==> config.mk <==
export PLATFORM = sky130hd
export DESIGN_NAME = calc1_port_driver
export DESIGN_NICKNAME = d
export VERILOG_FILES = /design/src/rtl/calc1_port_driver.sv
export SDC_FILE = /design/constraint.sdc
export NUM_CORES = 1
export LEC_CHECK = 0
export ABC_AREA = 1
export CAP_MARGIN = 20
export CORE_ASPECT_RATIO = 0.6
export CORE_MARGIN = 1.5
export CORE_UTILIZATION = 40
export DETAILED_ROUTE_END_ITERATION = 10
export GPL_TIMING_DRIVEN = 0
export PLACE_DENSITY_LB_ADDON = 0.15
export SETUP_SLACK_MARGIN = 0.2
export SKIP_LAST_GASP = 1
export SLEW_MARGIN = 20
export SYNTH_ARGS = -nofsm -noshare
export SYNTH_HDL_FRONTEND = slang
export SYNTH_SLANG_ARGS = --single-unit
export TNS_END_PERCENT = 1
==> constraint.sdc <==
create_clock -name c_clk -period 4.7 [get_ports c_clk]
set_input_delay 0.47 -clock c_clk [delete_from_list [all_inputs] [get_ports c_clk]]
set_output_delay 0.47 -clock c_clk [all_outputs]
set_load 0.05 [all_outputs]
==> src/rtl/calc1_port_driver.sv <==
// ============================================================================
// calc1_port_driver
//
// Per-port request sequencer sitting directly upstream of one calc1 request
// port. Requests (cmd, op1, op2, tag) are accepted on a valid/ready interface
// and buffered in a small FIFO. Each request is serialised onto calc1's
// two-cycle cmd/data protocol. The driver waits for a non-zero response and
// hands it back with the caller's tag. Only one request is outstanding at
// calc1 at a time.
//
// Parameters
//   DEPTH    FIFO entries, power of two, 2..16
//   TIMEOUT  WAIT cycles allowed before a timeout response (resp=3) is made
//
// Ports
//   c_clk, reset_n             clock (rising edge), async active-low reset
//   req_valid/req_ready        request handshake
//   req_cmd/op1/op2/tag        request payload; cmd==0 is accepted, dropped
//   calc_cmd_out/data_out      registered drive to calc1 reqN_cmd/data_in
//   calc_resp_in/data_in       calc1 out_respN / out_dataN
//   rsp_valid/rsp_ready        response handshake
//   rsp_resp/data/tag          completed response (resp=3, data=0 on timeout)
//   busy                       FSM not idle or FIFO not empty
//   timeout_err                one-cycle pulse when a timeout response is made
//
// Optional build macro CALC1_DRV_STATS_EN adds saturating 16-bit counters:
//   stat_issued    requests launched (entries into SEND1)
//   stat_timeouts  timeout responses generated
//   stat_stray     non-zero calc_resp_in cycles seen outside WAIT
// ============================================================================
module calc1_port_driver #(
    parameter int DEPTH   = 4,
    parameter int TIMEOUT = 64
) (
    input  logic        c_clk,
    input  logic        reset_n,
    input  logic        req_valid,
    output logic        req_ready,
    input  logic [3:0]  req_cmd,
    input  logic [31:0] req_op1,
    input  logic [31:0] req_op2,
    input  logic [1:0]  req_tag,
    output logic [3:0]  calc_cmd_out,
    output logic [31:0] calc_data_out,
    input  logic [1:0]  calc_resp_in,
    input  logic [31:0] calc_data_in,
    output logic        rsp_valid,
    input  logic        rsp_ready,
    output logic [1:0]  rsp_resp,
    output logic [31:0] rsp_data,
    output logic [1:0]  rsp_tag,
    output logic        busy,
    output logic        timeout_err
`ifdef CALC1_DRV_STATS_EN
    ,
    output logic [15:0] stat_issued,
    output logic [15:0] stat_timeouts,
    output logic [15:0] stat_stray
`endif
);

    localparam int AW    = $clog2(DEPTH);
    localparam int CNT_W = AW + 1;
    localparam int TO_W  = (TIMEOUT > 2) ? $clog2(TIMEOUT) : 1;

    typedef enum logic [2:0] {
        ST_IDLE  = 3'd0,
        ST_SEND1 = 3'd1,
        ST_SEND2 = 3'd2,
        ST_WAIT  = 3'd3,
        ST_HOLD  = 3'd4
    } state_t;

    // ------------------------------------------------------------------
    // FIFO storage and pointers
    // ------------------------------------------------------------------
    logic [3:0]       r_fifo_cmd [DEPTH];
    logic [31:0]      r_fifo_op1 [DEPTH];
    logic [31:0]      r_fifo_op2 [DEPTH];
    logic [1:0]       r_fifo_tag [DEPTH];
    logic [AW-1:0]    r_wr_ptr;
    logic [AW-1:0]    r_rd_ptr;
    logic [CNT_W-1:0] r_count;

    logic             w_full;
    logic             w_empty;
    logic             w_push;
    logic             w_pop;
    logic [3:0]       w_head_cmd;
    logic [31:0]      w_head_op1;
    logic [31:0]      w_head_op2;
    logic [1:0]       w_head_tag;

    // ------------------------------------------------------------------
    // FSM and working state
    // ------------------------------------------------------------------
    state_t           r_state;
    state_t           w_state_nxt;
    logic [TO_W-1:0]  r_to_cnt;
    logic [31:0]      r_wk_op2;
    logic [1:0]       r_wk_tag;
    logic             w_rsp_cap;
    logic             w_to_fire;
    logic [3:0]       w_cmd_nxt;
    logic [31:0]      w_data_nxt;

    assign w_full  = (r_count == CNT_W'(DEPTH));
    assign w_empty = (r_count == '0);

    // Ready depends only on occupancy, so a same-cycle pop never opens a slot.
    assign req_ready = !w_full;

    // Zero commands complete the handshake but never take a FIFO slot.
    assign w_push = req_valid && !w_full && (req_cmd != 4'd0);

    assign w_head_cmd = r_fifo_cmd[r_rd_ptr];
    assign w_head_op1 = r_fifo_op1[r_rd_ptr];
    assign w_head_op2 = r_fifo_op2[r_rd_ptr];
    assign w_head_tag = r_fifo_tag[r_rd_ptr];

    always_ff @(posedge c_clk) begin
        if (w_push) begin
            r_fifo_cmd[r_wr_ptr] <= req_cmd;
            r_fifo_op1[r_wr_ptr] <= req_op1;
            r_fifo_op2[r_wr_ptr] <= req_op2;
            r_fifo_tag[r_wr_ptr] <= req_tag;
        end
    end

    always_ff @(posedge c_clk or negedge reset_n) begin
        if (!reset_n) begin
            r_wr_ptr <= '0;
            r_rd_ptr <= '0;
            r_count  <= '0;
        end else begin
            if (w_push) begin
                r_wr_ptr <= r_wr_ptr + AW'(1);
            end
            if (w_pop) begin
                r_rd_ptr <= r_rd_ptr + AW'(1);
            end
            case ({w_push, w_pop})
                2'b10:   r_count <= r_count + CNT_W'(1);
                2'b01:   r_count <= r_count - CNT_W'(1);
                default: r_count <= r_count;
            endcase
        end
    end

    // ------------------------------------------------------------------
    // FSM: state register
    // ------------------------------------------------------------------
    always_ff @(posedge c_clk or negedge reset_n) begin
        if (!reset_n) begin
            r_state <= ST_IDLE;
        end else begin
            r_state <= w_state_nxt;
        end
    end

    // ------------------------------------------------------------------
    // FSM: next-state logic
    // ------------------------------------------------------------------
    always_comb begin
        w_state_nxt = r_state;
        w_pop       = 1'b0;
        w_rsp_cap   = 1'b0;
        w_to_fire   = 1'b0;
        case (r_state)
            ST_IDLE: begin
                if (!w_empty) begin
                    w_pop       = 1'b1;
                    w_state_nxt = ST_SEND1;
                end
            end
            ST_SEND1: w_state_nxt = ST_SEND2;
            ST_SEND2: w_state_nxt = ST_WAIT;
            ST_WAIT: begin
                // A real response on the final cycle wins over the timeout.
                if (calc_resp_in != 2'd0) begin
                    w_rsp_cap   = 1'b1;
                    w_state_nxt = ST_HOLD;
                end else if (r_to_cnt == TO_W'(TIMEOUT - 1)) begin
                    w_to_fire   = 1'b1;
                    w_state_nxt = ST_HOLD;
                end
            end
            ST_HOLD: begin
                if (rsp_ready) begin
                    if (!w_empty) begin
                        w_pop       = 1'b1;
                        w_state_nxt = ST_SEND1;
                    end else begin
                        w_state_nxt = ST_IDLE;
                    end
                end
            end
            default: w_state_nxt = ST_IDLE;
        endcase
    end

    // ------------------------------------------------------------------
    // FSM: output logic. The calc drive is computed from the next state so
    // that the registered outputs line up with the state they belong to.
    // SEND1 is only ever entered together with a pop, so the FIFO head is
    // the request being launched.
    // ------------------------------------------------------------------
    always_comb begin
        w_cmd_nxt  = 4'd0;
        w_data_nxt = 32'd0;
        case (w_state_nxt)
            ST_SEND1: begin
                w_cmd_nxt  = w_head_cmd;
                w_data_nxt = w_head_op1;
            end
            ST_SEND2: begin
                w_data_nxt = r_wk_op2;
            end
            default: begin
                w_cmd_nxt  = 4'd0;
                w_data_nxt = 32'd0;
            end
        endcase
    end

    always_ff @(posedge c_clk or negedge reset_n) begin
        if (!reset_n) begin
            calc_cmd_out  <= 4'd0;
            calc_data_out <= 32'd0;
        end else begin
            calc_cmd_out  <= w_cmd_nxt;
            calc_data_out <= w_data_nxt;
        end
    end

    // Working copy of the launched request; only op2 and tag outlive SEND1.
    always_ff @(posedge c_clk) begin
        if (w_pop) begin
            r_wk_op2 <= w_head_op2;
            r_wk_tag <= w_head_tag;
        end
    end

    // Cleared in SEND2 so the first WAIT cycle sees zero.
    always_ff @(posedge c_clk or negedge reset_n) begin
        if (!reset_n) begin
            r_to_cnt <= '0;
        end else if (r_state == ST_SEND2) begin
            r_to_cnt <= '0;
        end else if (r_state == ST_WAIT) begin
            r_to_cnt <= r_to_cnt + TO_W'(1);
        end
    end

    // Response registers hold steady through HOLD; only WAIT can load them.
    always_ff @(posedge c_clk or negedge reset_n) begin
        if (!reset_n) begin
            rsp_resp    <= 2'd0;
            rsp_data    <= 32'd0;
            rsp_tag     <= 2'd0;
            timeout_err <= 1'b0;
        end else begin
            timeout_err <= w_to_fire;
            if (w_rsp_cap) begin
                rsp_resp <= calc_resp_in;
                rsp_data <= calc_data_in;
                rsp_tag  <= r_wk_tag;
            end else if (w_to_fire) begin
                rsp_resp <= 2'd3;
                rsp_data <= 32'd0;
                rsp_tag  <= r_wk_tag;
            end
        end
    end

    assign rsp_valid = (r_state == ST_HOLD);
    assign busy      = (r_state != ST_IDLE) || !w_empty;

`ifdef CALC1_DRV_STATS_EN
    logic w_stray;

    function automatic logic [15:0] sat_inc16(input logic [15:0] v);
        return (v == 16'hFFFF) ? v : v + 16'd1;
    endfunction

    // Any response outside WAIT is dropped, e.g. a late reply after a timeout.
    assign w_stray = (calc_resp_in != 2'd0) && (r_state != ST_WAIT);

    always_ff @(posedge c_clk or negedge reset_n) begin
        if (!reset_n) begin
            stat_issued   <= 16'd0;
            stat_timeouts <= 16'd0;
            stat_stray    <= 16'd0;
        end else begin
            if (w_pop) begin
                stat_issued <= sat_inc16(stat_issued);
            end
            if (w_to_fire) begin
                stat_timeouts <= sat_inc16(stat_timeouts);
            end
            if (w_stray) begin
                stat_stray <= sat_inc16(stat_stray);
            end
        end
    end
`endif

endmodule

==> results.txt, run 1 <==
- Pin count of the biggest net entering global routing: just over 70
- From left edge to right edge, the die measures 255 um.
- Clock latency on the worst-skew pair: 0.54 ns
* Instance count of the mapped netlist: roughly 1200
* Number of rows in the core area: 55
* Number of synthesis warnings: 0
* Layout-stage area growth over the synthesis result: 26.9%
* DIE HEIGHT: ~150 um
* Antenna violations before repair: 4
* Main synth FF type: sky130_fd_sc_hd__edfxtp_1
- Total congestion overflow: 0
- Vias per Instance: 4.88
* FFs w/ async S/R, synth: 22.1%
* Pleak: 7.32 nW
- Commonest non-fill, non-tap cell in the layout: sky130_fd_sc_hd__nand2_1
* Buffer cell driving the clock tree root: sky130_fd_sc_hd__clkbuf_16
- Number of failing hold endpoints at the final stage: 0
* Syn_area_per_cell: 12.6 um^2
- The final max-slew violation count came to 0.
* Top area cells in the synthesized netlist: sky130_fd_sc_hd__edfxtp_1, sky130_fd_sc_hd__dfrtp_1, sky130_fd_sc_hd__nand2_1, sky130_fd_sc_hd__o21ai_0, sky130_fd_sc_hd__nor2_1
- At the pin with the least slew margin, the transition time is around 0.7 ns.
- Fin crit period: 2.95 ns
* DRC errors left: 0
* GRT Total Usage: 19.8%
- The synthesized design contains 403 register bits.
* Worst min-delay path category: in -> async
- Power Total: 13.3 mW
- Max H-tree Level: 2
- At the worst endpoint, the required time is 5.16 ns.
* Cts bufs inserted: 38
- For this run, the detailed router's first-pass iteration total came to 6.
* Max transition margin: 53.4%
* Peak fanout along the critical path: 44
- Syn nets: about 1300
- The core region is 37600 um^2.
* Maximum clock insertion buffer count: 3
- After the last flow step, the layout net total stands at about 1600.
- The share of synthesized area in the top cell type comes to between 60% and 70%.
- Once the floorplan was initialized, standard cells occupied 40.5% of the core.
- In this run the power density over the cells is just under 700 nW/um^2.
- The count of buffers added on input and output ports is 183.
* Vias: 9684
* Worst setup path category: reg -> reg
- Setup repair after global routing missed its margin: false
- Routed length per placed instance: about 19 um
- Arrival time at the worst endpoint: 3.40 ns
* Nature of the critical path startpoint: register
- Clock skew on the completed layout was measured at 0.0138 ns.
- Highest attainable clock frequency: approximately 0.34 GHz
- Setup slack on the critical path of the routed design comes to 1.75 ns.
- Post CTS Setup Buffer Count: 0
* Fraction of layout cells with a size suffix above 1: 7.68%
* Number of enable-type register cells in the synthesized netlist: 314
- OpenSTA, run right after detailed placement, puts the worst setup slack at 1.39 ns.
- Worst vdd ir: 278 uV
- around 180 I/O pins were placed.
- Number of different library cells in the post-synthesis netlist: 29
- The first global-routing pass estimated 57700 um of wire.
- Cell Area, Synth: 15200 um^2
- The flow ran to the end, and the final reports show no timing, DRC or antenna violations.
- Routability-driven placement finished with a final weighted congestion of 0.762.
- STA classifies the critical path endpoint as a register.
- Floorplan die area: 39300 um^2
* CTS tree: yes
- The final layout contains routed wiring with a total length of 38400 um.
- Cell accounting for the most synthesized area: sky130_fd_sc_hd__edfxtp_1
- Clock edge transition at the registers on the reported setup and hold paths: 0.06 ns
- Setup violations remaining at the end of the flow were counted as 0.
- Number of nets with antenna violations after detailed routing: 0
- In the layout the commonest cells are sky130_fd_sc_hd__nand2_1, sky130_fd_sc_hd__edfxtp_1, sky130_fd_sc_hd__clkdlybuf4s50_1.
- Detailed-placement wirelength estimate: 26600 um
- The clock net in this run drives a total of roughly 400 sinks.
- After filler insertion, the fill cell instance count of the layout stands at around 3300.
* Count of maximum capacitance violations: 0
- Portion of the post-synthesis area used by sequential elements: 76.6%
- Fin crit share: 62.7%
- The first routing iteration left 846 violations.
- Number of global-route vias before repair: between 9000 and 10000
[what timing repair did]
action / in CTS / in global routing
gates resized for setup: 0 / 0
endpoints found under the hold margin: 18 / 0
hold buffers: 1 / 0
[kinds of logic after synthesis]
group,Yosys count,share of synthesized area (%)
and+or+nand+nor,515,13.3
DFF,403,76.6
AOI/OAI and AO/OA,188,6.49
buffers and inverters,88,2.75
adders and majority gates,7,0.625
xor gates and xnor gates,4,0.230
[final timing paths]
check	startpoint	to	slack [ns]	cells past startpoint
max	r_state[0]	r_count[2]	1.75	11
min	reset_n	rsp_data[29]	0.35	2
max reg2reg	r_state[0]	r_count[2]	1.75	11
min reg2reg	r_wk_op2[30]	calc_data_out[30]	0.45	2
max in group asynchronous	reset_n	rsp_data[5]	3.72	3
min in group c_clk	r_wk_op2[30]	calc_data_out[30]	0.45	2
[metal layers]
metal | GRT usage (%) | part of all wire (%)
met1 | 31.2 | 50
met3 | 3.40 | 5.3
met2 | 28.6 | 44
met4 | 4.20 | 1.4
met5 | 0 | 0.029
[sequential cells by signal (all words and copies together), names as in the netlist]
name,cells
r_count,3
r_to_cnt,6
r_fifo_op2,128
rsp_resp,2
r_wk_op2,32
r_wk_tag,2
calc_data_out,32
r_state,3
r_fifo_cmd,16
r_fifo_tag,8
r_wr_ptr,2
rsp_data,32
rsp_tag,2
timeout_err,1
r_fifo_op1,128
r_rd_ptr,2
calc_cmd_out,4
[layout make-up]
cell class              count  area, um^2  area share (%)
diodes                      1        2.50          0.0130
plain buffers              63         324            1.68
clock buffers              59        1160            6.03
clock inverters            11         101           0.525
inverters                  25        93.8           0.486
multi-input cells         714        3180            16.5
flip-flops and latches    403       11700            60.4
well taps                 513         642            3.32
repair buffers            197        2150            11.1
[cells in the mapped netlist, types with 6 or more instances]
master / instances
sky130_fd_sc_hd__nand2_1: 323
sky130_fd_sc_hd__edfxtp_1: 314
sky130_fd_sc_hd__nor2_1: 134
sky130_fd_sc_hd__o21ai_0: 103
sky130_fd_sc_hd__dfrtp_1: 89
sky130_fd_sc_hd__nand3_1: 49
sky130_fd_sc_hd__o21ai_1: 42
sky130_fd_sc_hd__o22ai_1: 34
sky130_fd_sc_hd__clkbuf_1: 32
sky130_fd_sc_hd__inv_1: 19
sky130_fd_sc_hd__buf_2: 16
sky130_fd_sc_hd__a21oi_1: 8
sky130_fd_sc_hd__buf_4: 6
sky130_fd_sc_hd__buf_6: 6
sky130_fd_sc_hd__ha_1: 6
sky130_fd_sc_hd__inv_2: 6
[where the power goes]
part / internal [mW] / switching [mW] / total [mW]
Clock: 1.82 / 1.29 / 3.10
Sequential: 4.94 / 0.314 / 5.25
Combinational: 1.46 / 3.50 / 4.96
[metrics by stage]
stage | utilization, % | TNS, ns | instances | hold slack (ns) | area (um^2)
2_1_floorplan | - | 0 | 1205 | 0.174 | 15200
3_3_place_gp | 47.1 | -807.71 | 1901 | 0.438 | 17700
3_5_place_dp | 48.0 | 0 | 1914 | 0.328 | 18000
4_1_cts | 51.4 | 0 | 1985 | 0.324 | 19300
5_1_grt | 51.4 | 0 | 1986 | 0.371 | 19300
6_report | 51.4 | 0 | 1986 | 0.345 | 19300
[worst max-delay path: stages, from the launching register on]
cell and delay [ns]:
sky130_fd_sc_hd__dfrtp_1 0.44, sky130_fd_sc_hd__nor2_1 0.24, sky130_fd_sc_hd__nand3_2 0.29, sky130_fd_sc_hd__inv_2 0.25, sky130_fd_sc_hd__buf_4 0.52, sky130_fd_sc_hd__ha_1 0.26
sky130_fd_sc_hd__inv_1 0.07, sky130_fd_sc_hd__fa_1 0.38, sky130_fd_sc_hd__nor2_1 0.12, sky130_fd_sc_hd__nor2_1 0.05, sky130_fd_sc_hd__nand2_1 0.07, sky130_fd_sc_hd__xor2_1 0.13
(Power assumes the default switching activity.)
==> run 2, diff against run 1 <==
Clock period 4.7 ns to 2.9 ns, I/O delays scaled along.
==> results.txt, run 2 (same netlist as run 1, synthesis figures left out) <==
- Fin crit share: 87.0% (+24 points)
* Setup skew after layout: 0.0145 ns (+0.000685 ns)
- Reg2reg end: r_count[2]
* Die W: 255 um (unchanged)
* Antenna violations before repair: 3 (-1)
- The critical path arrival came to 2.97 ns (-0.43 ns).
- The final net count was 1558 (+0.064%).
- Outcome: finished, final reports clean
- The maximum root-to-sink buffer count came to 3 (unchanged).
- Worst setup path category: reg -> reg
- The final setup TNS was 0 ns (unchanged).
* Final Setup Violations: 0 (unchanged)
- Routed length per placed instance: 19.2 um (-0.41%)
- Detailed-placement wirelength estimate: 26200 um (-1.5%)
- Worst Reg2Reg Path Length in Cells: 12 (+1)
- # port buffers: 183 (unchanged)
- The first-pass detailed-route iteration total is 5 (-1).
* Iter 0 DRT Violations: 984 (+16%)
* Number of global-route vias before repair: 9311 (+0.91%)
* Peak fanout along the critical path: 44 (unchanged)
* Number of nets with antenna violations after detailed routing: 0 (unchanged)
- TritonCTS built the clock tree.
- STA classifies the critical path startpoint as a register.
* Timing endpoint of the critical path: r_count[2]
- The relative slew slack was 55.1% (+1.7 points).
- Setup repair after global routing left no endpoint under its margin.
- The largest net degree at the start of global routing was 47 (-35%).
- Wire length of the first global-routing pass: 57600 um (-0.11%)
* Number of failing hold endpoints at the final stage: 0 (unchanged)
* Vias per Instance: 4.87 (about the same)
- From synthesis to final layout, the design area changed by 27.2%.
* Worst vdd ir: 478 uV (+72%)
* Count of pins over their slew limit: 0 (unchanged)
* Fin crit period: 2.52 ns (-0.421 ns)
- Pleak: 7.32 nW (about the same)
- The total die area was 39300 um^2 (unchanged).
- Commonest non-fill, non-tap cell in the layout: sky130_fd_sc_hd__nand2_1
* Fraction of layout cells with a size suffix above 1: 7.55% (-0.13 points)
* Total core area: 37600 um^2 (unchanged)
* DRC errors left: 0 (unchanged)
- The total clock buffers created by CTS came to 38 (unchanged).
* Clock edge transition at the registers on the reported setup and hold paths: 0.06 ns (about the same)
* Number of rows in the core area: 55 (unchanged)
- Crit. End Element: register
- Most frequent cells in the layout: sky130_fd_sc_hd__nand2_1, sky130_fd_sc_hd__edfxtp_1, sky130_fd_sc_hd__clkdlybuf4s50_1
- The slew at the pin with the worst max-slew slack came to 0.673 ns (-0.0244 ns).
* Buffer cell driving the clock tree root: sky130_fd_sc_hd__clkbuf_16
- The total power divided by cell area is 1120 nW/um^2 (+63%).
- The max-capacitance violation count came to 0 (unchanged).
* Routability cong.: 0.761 (-0.12%)
- Clock latency on the worst-skew pair: 0.54 ns (about the same)
- The number of inserted filler cells in the final layout was 3282 (-1.3%).
- The share of the core filled with cells in the final layout came to 51.5% (+0.15 points).
* GRT Total Usage: 19.7% (-0.11 points)
- In this run the critical register-to-register path is launched from r_count[0].
- The required time of the critical path is 3.35 ns (-1.81 ns).
* TritonCTS Sinks: 403 (unchanged)
- Total congestion overflow: 0 (unchanged)
- The level count of the clock H-tree came to 2 (unchanged).
- Vias: 9676 (-0.083%)
- The initial core utilization is 40.5% (unchanged).
- Highest attainable clock frequency: 0.396 GHz (+17%)
- The floorplan die height was 154 um (unchanged).
- The critical path starts at r_count[0].
* Worst min-delay path category: in -> async
* Total routed wirelength: 38200 um (-0.46%)
- Register-to-register setup slack: 0.38 ns (-1.38 ns)
* Number of I/O pins: 184 (unchanged)
* Top flop regs: r_fifo_op1: 128 flops, r_fifo_op2: 128 flops
-- run 2: cell types whose count changed in the layout (fill, tap and decap cells not counted), sizes merged --
cell,delta
buf,+1
bufinv,+3
clkbuf,-6
clkinv,-1
clkinvlp,+1
diode,+1
-- run 2: per-layer routing --
layer	wire length [um]	vias up	track usage, %
li1	-	4662	-
met1	19100	4741	31.0
met2	16400	231	28.2
met3	2120	42	3.72
met4	511	0	4.17
met5	0	-	0
-- run 2: worst min-delay path by stage --
stage	startpoint	endpoint	slack [ns]	depth (start not counted)
finish	reset_n	rsp_data[28]	0.26	2
CTS	reset_n	calc_data_out[9]	0.28	2
detailed placement	reset_n	rsp_data[28]	0.27	1
global placement	r_wk_op2[30]	calc_data_out[30]	0.44	2
floorplan	reset_n	calc_cmd_out[0]	-0.006	0
global route	calc_data_in[26]	rsp_data[26]	0.29	3
-- run 2: cell type report --
type	count	area (um^2)	area share (%)
multi-input cells	714	3200	16.5
clock buffers	53	1070	5.53
clock inverters	14	191	0.989
flip-flops and latches	403	11700	60.2
plain buffers	63	337	1.74
diodes	2	5.00	0.0258
inverters	25	96.3	0.497
repair buffers	198	2170	11.2
well taps	513	642	3.31
-- run 2: repair_timing --
action | 4_1_cts | 5_1_grt
hold buffers | 1 | 0
endpoints found under the setup margin | 2 | 1
hold endpoints to repair | 43 | 0
pin swaps | 0 | 0
buffers inserted | 0 | 0
gates resized for setup | 4 | 2
-- run 2: worst max-delay path: stages (launching register included) --
cell,delay (ns)
sky130_fd_sc_hd__dfrtp_1,0.37
sky130_fd_sc_hd__inv_1,0.10
sky130_fd_sc_hd__nand3_1,0.22
sky130_fd_sc_hd__nand3_4,0.22
sky130_fd_sc_hd__inv_4,0.19
sky130_fd_sc_hd__buf_12,0.27
sky130_fd_sc_hd__ha_1,0.19
sky130_fd_sc_hd__inv_1,0.06
sky130_fd_sc_hd__fa_1,0.37
sky130_fd_sc_hd__nor2_1,0.14
sky130_fd_sc_hd__nor2_1,0.06
sky130_fd_sc_hd__nand2_1,0.07
sky130_fd_sc_hd__xor2_1,0.15
-- run 2: through the flow --
stage	setup slack, ns	power (mW)	instance area [um^2]	hold slack (ns)	std cells
2_1_floorplan	0.369	13.4	15300	-0.00559	1205
3_3_place_gp	-2.27	16.4	17700	0.439	1901
3_5_place_dp	-0.246	16.7	18100	0.274	1915
4_1_cts	0.242	21.9	19400	0.277	1983
5_1_grt	0.234	22.8	19400	0.291	1983
6_report	0.376	21.7	19400	0.264	1985
-- run 2: report_power, final --
group          leakage [nW]  switching, mW  total (mW)  internal (mW)
Combinational          2.70           5.68        8.10           2.42
Sequential             4.01          0.519        8.52           8.00
Clock                 0.610           2.07        5.09           3.02
Total                  7.32           8.27        21.7           13.4
